`config.mk`:
```
export PLATFORM = sky130hd
export DESIGN_NAME = render_port_arbiter
export DESIGN_NICKNAME = d
export VERILOG_FILES = /design/src/rtl/render_port_arbiter.sv
export SDC_FILE = /design/constraint.sdc
export NUM_CORES = 1
export LEC_CHECK = 0
export ABC_AREA = 1
export BUFFER_PORTS_ARGS = -buffer_cell sky130_fd_sc_hd__buf_2
export CAP_MARGIN = 20
export CORE_UTILIZATION = 29
export DETAILED_ROUTE_END_ITERATION = 10
export PLACE_DENSITY_LB_ADDON = 0.08
export RECOVER_POWER = 50
export SLEW_MARGIN = 20
export SYNTH_ARGS = -nofsm -noshare
export SYNTH_HDL_FRONTEND = slang
export SYNTH_SLANG_ARGS = --single-unit
```
`constraint.sdc`:
```
create_clock -name clk -period 2.9 [get_ports clk]
set_input_delay 0.145 -clock clk [delete_from_list [all_inputs] [get_ports clk]]
set_output_delay 0.145 -clock clk [all_outputs]
set_load 0.02 [all_outputs]
```
`src/rtl/render_port_arbiter.sv`:
```
// render_port_arbiter: round-robin merge of render engines onto MCB port 0.
// Build option ARB_STALL_COUNT_EN adds the FIFO-full stall counter.
module render_port_arbiter #(
  parameter int NUM_ENGINES  = 4,
  parameter int BURST_LEN    = 16,
  parameter int REGION_WORDS = 230400,
  parameter int NUM_FRAMES   = 2,
  parameter int FRAME_BYTES  = 3686400
) (
  input  logic                     clk,
  input  logic                     SYS_RESETn,
  input  logic                     mem_calib_done,
  input  logic [NUM_ENGINES-1:0]   eng_ready,
  input  logic [32*NUM_ENGINES-1:0] eng_data,
  output logic [NUM_ENGINES-1:0]   eng_send,
  output logic                     eng_clear,
  input  logic                     p0_wr_full,
  input  logic                     p0_wr_empty,
  output logic                     p0_wr_en,
  output logic [31:0]              p0_wr_data,
  output logic [3:0]               p0_wr_mask,
  output logic                     p0_cmd_en,
  output logic [2:0]               p0_cmd_instr,
  output logic [5:0]               p0_cmd_bl,
  output logic [29:0]              p0_cmd_byte_addr,
  output logic [1:0]               display_frame,
  output logic [31:0]              stall_count
);

  localparam int GW = (NUM_ENGINES > 1) ? $clog2(NUM_ENGINES) : 1;
  localparam int PW = $clog2(REGION_WORDS + 1);
  localparam int CW = $clog2(BURST_LEN + 1);

  typedef enum logic [2:0] {
    S_WAIT_CAL,
    S_ARB,
    S_XFER,
    S_CMD,
    S_SWAP
  } state_t;

  state_t state;
  state_t state_nx;

  logic [GW-1:0]          rr;
  logic [GW-1:0]          g;
  logic [GW-1:0]          pick;
  logic [GW-1:0]          cand;
  logic                   pick_ok;
  logic [NUM_ENGINES-1:0] done;
  logic [PW-1:0]          ptr [NUM_ENGINES];
  logic [PW-1:0]          ptr_g;
  logic [PW-1:0]          start;
  logic [CW-1:0]          cnt;
  logic [3:0]             idle;
  logic [1:0]             wf;
  logic [1:0]             df;
  logic [31:0]            g_data;
  logic [29:0]            cmd_addr;
  logic                   all_done;
  logic                   g_ready;
  logic                   accept;
  logic                   last_word;
  logic                   burst_full;
  logic                   xfer_cmd;
  logic                   xfer_quit;
  logic                   swap_go;

  assign all_done   = &done;
  assign g_ready    = eng_ready[g];
  assign ptr_g      = ptr[g];
  assign accept     = (state == S_XFER) && g_ready && !p0_wr_full;
  assign last_word  = (ptr_g == PW'(REGION_WORDS - 1));
  assign burst_full = (cnt == CW'(BURST_LEN - 1));
  assign swap_go    = (state == S_SWAP) && p0_wr_empty;

  // Flush a partial burst once the engine has been idle for 16 cycles.
  assign xfer_cmd  = (accept && (burst_full || last_word))
                   || (!g_ready && (cnt != '0) && (idle == 4'd15));
  assign xfer_quit = !g_ready && (cnt == '0);

  assign cmd_addr = 30'(wf) * 30'(FRAME_BYTES)
                  + (30'(g) * 30'(REGION_WORDS) + 30'(start)) * 30'd4;

  always_comb begin
    pick    = '0;
    pick_ok = 1'b0;
    cand    = '0;
    for (int i = 0; i < NUM_ENGINES; i++) begin
      if (int'(rr) + i >= NUM_ENGINES) begin
        cand = GW'(int'(rr) + i - NUM_ENGINES);
      end else begin
        cand = GW'(int'(rr) + i);
      end
      if (!pick_ok && eng_ready[cand] && !done[cand]) begin
        pick    = cand;
        pick_ok = 1'b1;
      end
    end
  end

  always_comb begin
    g_data = '0;
    for (int i = 0; i < NUM_ENGINES; i++) begin
      if (GW'(i) == g) begin
        g_data = eng_data[32*i +: 32];
      end
    end
  end

  always_ff @(posedge clk or negedge SYS_RESETn) begin
    if (!SYS_RESETn) begin
      state <= S_WAIT_CAL;
    end else begin
      state <= state_nx;
    end
  end

  always_comb begin
    state_nx = state;
    unique case (state)
      S_WAIT_CAL: begin
        if (mem_calib_done) state_nx = S_ARB;
      end
      S_ARB: begin
        if (all_done) state_nx = S_SWAP;
        else if (pick_ok) state_nx = S_XFER;
      end
      S_XFER: begin
        unique case (1'b1)
          xfer_cmd:  state_nx = S_CMD;
          xfer_quit: state_nx = S_ARB;
          default:   state_nx = S_XFER;
        endcase
      end
      S_CMD: begin
        state_nx = S_ARB;
      end
      S_SWAP: begin
        if (p0_wr_empty) state_nx = S_ARB;
      end
      default: begin
        state_nx = S_WAIT_CAL;
      end
    endcase
  end

  always_comb begin
    eng_send         = '0;
    eng_clear        = 1'b0;
    p0_wr_en         = 1'b0;
    p0_wr_data       = '0;
    p0_cmd_en        = 1'b0;
    p0_cmd_bl        = '0;
    p0_cmd_byte_addr = '0;
    unique case (state)
      S_XFER: begin
        eng_send[g] = accept;
        p0_wr_en    = accept;
        if (accept) p0_wr_data = g_data;
      end
      S_CMD: begin
        p0_cmd_en        = 1'b1;
        p0_cmd_bl        = 6'(cnt - CW'(1));
        p0_cmd_byte_addr = cmd_addr;
      end
      S_SWAP: begin
        eng_clear = p0_wr_empty;
      end
      default: begin
      end
    endcase
  end

  always_ff @(posedge clk or negedge SYS_RESETn) begin
    if (!SYS_RESETn) begin
      rr    <= '0;
      g     <= '0;
      start <= '0;
      cnt   <= '0;
      idle  <= '0;
      done  <= '0;
      wf    <= '0;
      df    <= 2'(NUM_FRAMES - 1);
      for (int i = 0; i < NUM_ENGINES; i++) begin
        ptr[i] <= '0;
      end
    end else begin
      unique case (state)
        S_ARB: begin
          if (!all_done && pick_ok) begin
            g     <= pick;
            start <= ptr[pick];
            cnt   <= '0;
            idle  <= '0;
          end
        end
        S_XFER: begin
          if (accept) begin
            cnt    <= cnt + CW'(1);
            ptr[g] <= ptr_g + PW'(1);
            idle   <= '0;
            if (last_word) done[g] <= 1'b1;
          end else if (!g_ready) begin
            idle <= idle + 4'd1;
          end else begin
            idle <= '0;
          end
        end
        S_CMD: begin
          rr <= (g == GW'(NUM_ENGINES - 1)) ? '0 : g + GW'(1);
        end
        S_SWAP: begin
          if (p0_wr_empty) begin
            df   <= wf;
            wf   <= (wf == 2'(NUM_FRAMES - 1)) ? 2'd0 : wf + 2'd1;
            done <= '0;
            for (int i = 0; i < NUM_ENGINES; i++) begin
              ptr[i] <= '0;
            end
          end
        end
        default: begin
        end
      endcase
    end
  end

`ifdef ARB_STALL_COUNT_EN
  logic [31:0] stall_q;

  always_ff @(posedge clk or negedge SYS_RESETn) begin
    if (!SYS_RESETn) begin
      stall_q <= '0;
    end else if (swap_go) begin
      stall_q <= '0;
    end else if ((state == S_XFER) && p0_wr_full && g_ready
                 && (stall_q != 32'hFFFF_FFFF)) begin
      stall_q <= stall_q + 32'd1;
    end
  end

  assign stall_count = stall_q;
`else
  assign stall_count = '0;
`endif

  assign p0_wr_mask    = 4'b0000;
  assign p0_cmd_instr  = 3'b000;
  assign display_frame = df;

  a_send_onehot: assert property (
    @(posedge clk) disable iff (!SYS_RESETn) $onehot0(eng_send));
  a_cmd_wr_excl: assert property (
    @(posedge clk) disable iff (!SYS_RESETn) !(p0_cmd_en && p0_wr_en));

endmodule
```
==> flow_summary_export.csv <==
group,metric,value,unit
clock_tree,clk_pin_slew,0.06,ns
setup_path,crit_arrival,3.26,ns
global_route,antenna_found_initial,0,
sta,fin_worst_skew,0.0115,ns
global_route,grt_pass1_vias,8994,
sta,fin_crit_sh,117,%
global_route,grt-ovfl-total,0,
logic_synthesis,synth_flop_cell,"dfrtp_1",
logic_synthesis,synth_edf_count,0,
finish,drive_gt1_share,31.7,%
detailed_routing,vias,9820,
logic_synthesis,synthXorXnorAreaFrac,1.34,%
clock_tree,h-tree-depth,4,
sta,finalHoldViolCount,0,
die,die_area,31800,sq um
logic_synthesis,synth_cell_type_count,47,
die,start_util,29.5,%
pwr,ir_drop,0.000568,V
clock_tree,clockRootBuffer,"clkbuf_16",
setup_path,cp-start-kind,"flip-flop",
clock_tree,clkSinkCount,114,
logic_synthesis,synth_compound_area_share,16.9,%
detailed_routing,drc_errors,0,
setup_path,r2r-start,"g[0]",
setup_path,crit_start,"g[0]",
logic_synthesis,ys_seq_area_share,31.6,%
logic_synthesis,synthTopCellsByArea,"dfrtp_1 (31%), nand2_1 (12%), nand3_1 (9.0%), o21ai_0 (6.8%), inv_1 (6.5%)",
pwr,pwr_density_cell,1270,nW/um^2
setup_path,max_stage_delay,0.43,ns
detailed_routing,routed_wl,36.1,mm
detailed_routing,first_pass_iters,5,
clock_tree,clk_path_buf_depth,2,
hold_path,hold_depth,3,
logic_synthesis,netlist_area,9030,sq um
logic_synthesis,ys_ff_latch,114,
global_route,grt_first_pass_wirelength,51.8,mm
clock_tree,cts-buffers-inserted,17,
pwr,p_leak,0.00623,uW
outcome,failed_checks,"capacitance limit, slew limit, setup timing",
placed_design,place_hpwl,24.5,mm
outcome,status,"complete, but fails checks",
die,die_width,178,um
detailed_routing,wl_per_cell,17.8,um
sta,period_needed,3.40,ns
placed_design,place.gp.congestion,0.837,
placed_design,place_inst,1949,
logic_synthesis,synth-simple-area-share,30.8,%
sta,setup-violations-final,9,
setup_path,critPathKind,"reg -> out",
placed_design,io_buffers,206,
clock_tree,cts_tree,"done",
die,io_pins,253,
detailed_routing,postRouteAntennaNets,0,
setup_path,end_kind,"primary output",
hold_path,min_from,"mem_calib_done",
logic_synthesis,synth_fa_ha_area_share,4.19,%
sta,max_freq,294,MHz
flow_run,maxCapViolCount,1,
detailed_routing,drtIter0Drc,651,
clock_tree,clkLatencyLatePin,0.43,ns
global_route,grtUsageTotal,21.3,%
finish,layout.cells.non_filler,2031,
finish,nets,1789,
setup_path,cp_cell_sequence,"buf_6, inv_8, ha_4, ha_4, inv_4, a21oi_2, or2_4, nand2_2, a21oi_2, xor2_1, ha_1, buf_6, a221oi_4, a21oi_2, nor2_1, nor2_2, buf_6",
setup_path,slowest_stage,"dfrtp_2",
global_route,grt_max_degree,57,
die,chipHeight,178,um
finish,antenna_cells,0,
logic_synthesis,yosysMostFrequentCell,"nand2_1",
sta,slew_violations,35,
logic_synthesis,synth_top_area_cell,"dfrtp_1",
logic_synthesis,ys_warn_count,0,
finish,syn_to_final_growth,39.6,%
logic_synthesis,yosysTopAreaCellShare,31.3,%
logic_synthesis,synthArstFlopShare,100,%
setup_path,worstPathMaxFanout,4,
die,core-area,30600,sq um
logic_synthesis,synthMuxAreaShare,0,%
logic_synthesis,synthTopCellsByCount,"nand2_1 (281), nand3_1 (163), inv_1 (157)",
logic_synthesis,netlist_instances,1341,
logic_synthesis,syn_avg_cell_area,6.73,sq um
setup_path,reg2reg_depth,16,
placed_design,dp_slack,-0.123,ns
detailed_routing,vias_per_cell,4.84,
sta,rsz0062_at_grt,"true",
setup_path,worstPathRequired,2.76,ns
sta,tightest_slew,2.08,ns
sta,relSlewSlack,-38.5,%
die,rows,64,
logic_synthesis,synth_top_family_by_area,"simple AND/OR/NAND/NOR gates",
sta,layout_setup_ws,-0.501,ns
hold_path,hold_class,"in -> reg",
-- critical path, delay by kind of cell (launching register included) --
| family | cells | cell delay [ns] |
|---|---|---|
| XOR/XNOR | 1 | 0.16 |
| buffers and inverters | 5 | 0.50 |
| adder cells (fa/ha/maj) | 3 | 0.78 |
| AND/OR/NAND/NOR | 4 | 0.37 |
| AO/OA/AOI/OAI | 4 | 0.59 |
| flip-flops | 1 | 0.43 |
-- kinds of logic after synthesis --
family / Yosys count
flip-flops: 114
XOR/XNOR: 13
other: 1
AO/OA/AOI/OAI: 282
adder cells (fa/ha/maj): 29
buffers and inverters: 282
AND/OR/NAND/NOR: 620
-- cell type report --
| class | instances | area (sq um) |
|---|---|---|
| Clock buffer | 21 | 460 |
| Timing Repair Buffer | 330 | 2480 |
| Inverter | 170 | 676 |
| Fill cell | 3239 | 18000 |
| Clock inverter | 10 | 134 |
| Multi-Input combinational cell | 990 | 5500 |
| Sequential cell | 114 | 2860 |
| Tap cell | 396 | 495 |
-- what timing repair did --
| action | in CTS | in global routing |
|---|---|---|
| hold endpoints to repair | 31 | 0 |
| setup endpoints to repair | 41 | 32 |
| resized for setup | 46 | 204 |
| buffers inserted | 13 | 28 |
| hold buffers | 1 | 0 |
| pin swaps | 19 | 57 |
| cloned | 0 | 11 |
-- registers in the layout, summed over array words and instances (netlist names) --
signal         count
ptr               72
rr                 2
display_frame      2
g                  2
done               4
start             18
idle               4
state              3
wf                 2
cnt                5
-- worst paths after layout --
path | to | slack, ns
setup / recovery | p0_cmd_byte_addr[24] | -0.50
hold / removal | state[1] | 0.04
setup reg to reg | ptr[28] | 0.22
hold reg to reg | display_frame[0] | 0.46
max in group asynchronous | start[12] | 0.34
min in group asynchronous | ptr[0] | 0.86
-- stage by stage --
step | TNS [ns] | hold slack (ns) | cell area (sq um) | utilization (%) | total power, uW
detailed placement | -0.283 | 0.150 | 10800 | 35.2 | 11600
global placement | -0.229 | 0.155 | 10800 | 35.2 | 11600
CTS | -2.58 | 0.0217 | 11600 | 38.0 | 14500
global route | -8.75 | 0.0744 | 12600 | 41.2 | 17200
floorplan | -0.0588 | -0.151 | 9290 | - | 8810
finish | -2.44 | 0.0360 | 12600 | 41.2 | 15900
-- routing by layer --
metal | wire length, um | global-route usage (%) | up-vias
li1 | - | - | 4860
met1 | 17200 | 30.8 | 4683
met2 | 17000 | 33.8 | 255
met3 | 1580 | 2.77 | 22
met4 | 382 | 4.27 | 0
met5 | 0 | 0 | -
-- cell usage in the layout, fill, tap and decap left out, drive strengths merged, types with 14 or more instances in the layout --
cell    count
a21oi      94
buf       320
clkbuf     30
conb       46
dfrtp     113
ha         27
inv       166
nand2     296
nand3     169
nor2      111
nor3       19
o21ai     138
o22ai      31
or2        14
-- report_power, final --
| group | internal (uW) | switching, uW | leakage, uW |
|---|---|---|---|
| clock | 1390 | 795 | 0.000289 |
| combinational | 4350 | 6800 | 0.00447 |
| sequential | 2220 | 401 | 0.00147 |
Note: power is estimated with default switching activity, not from simulation.
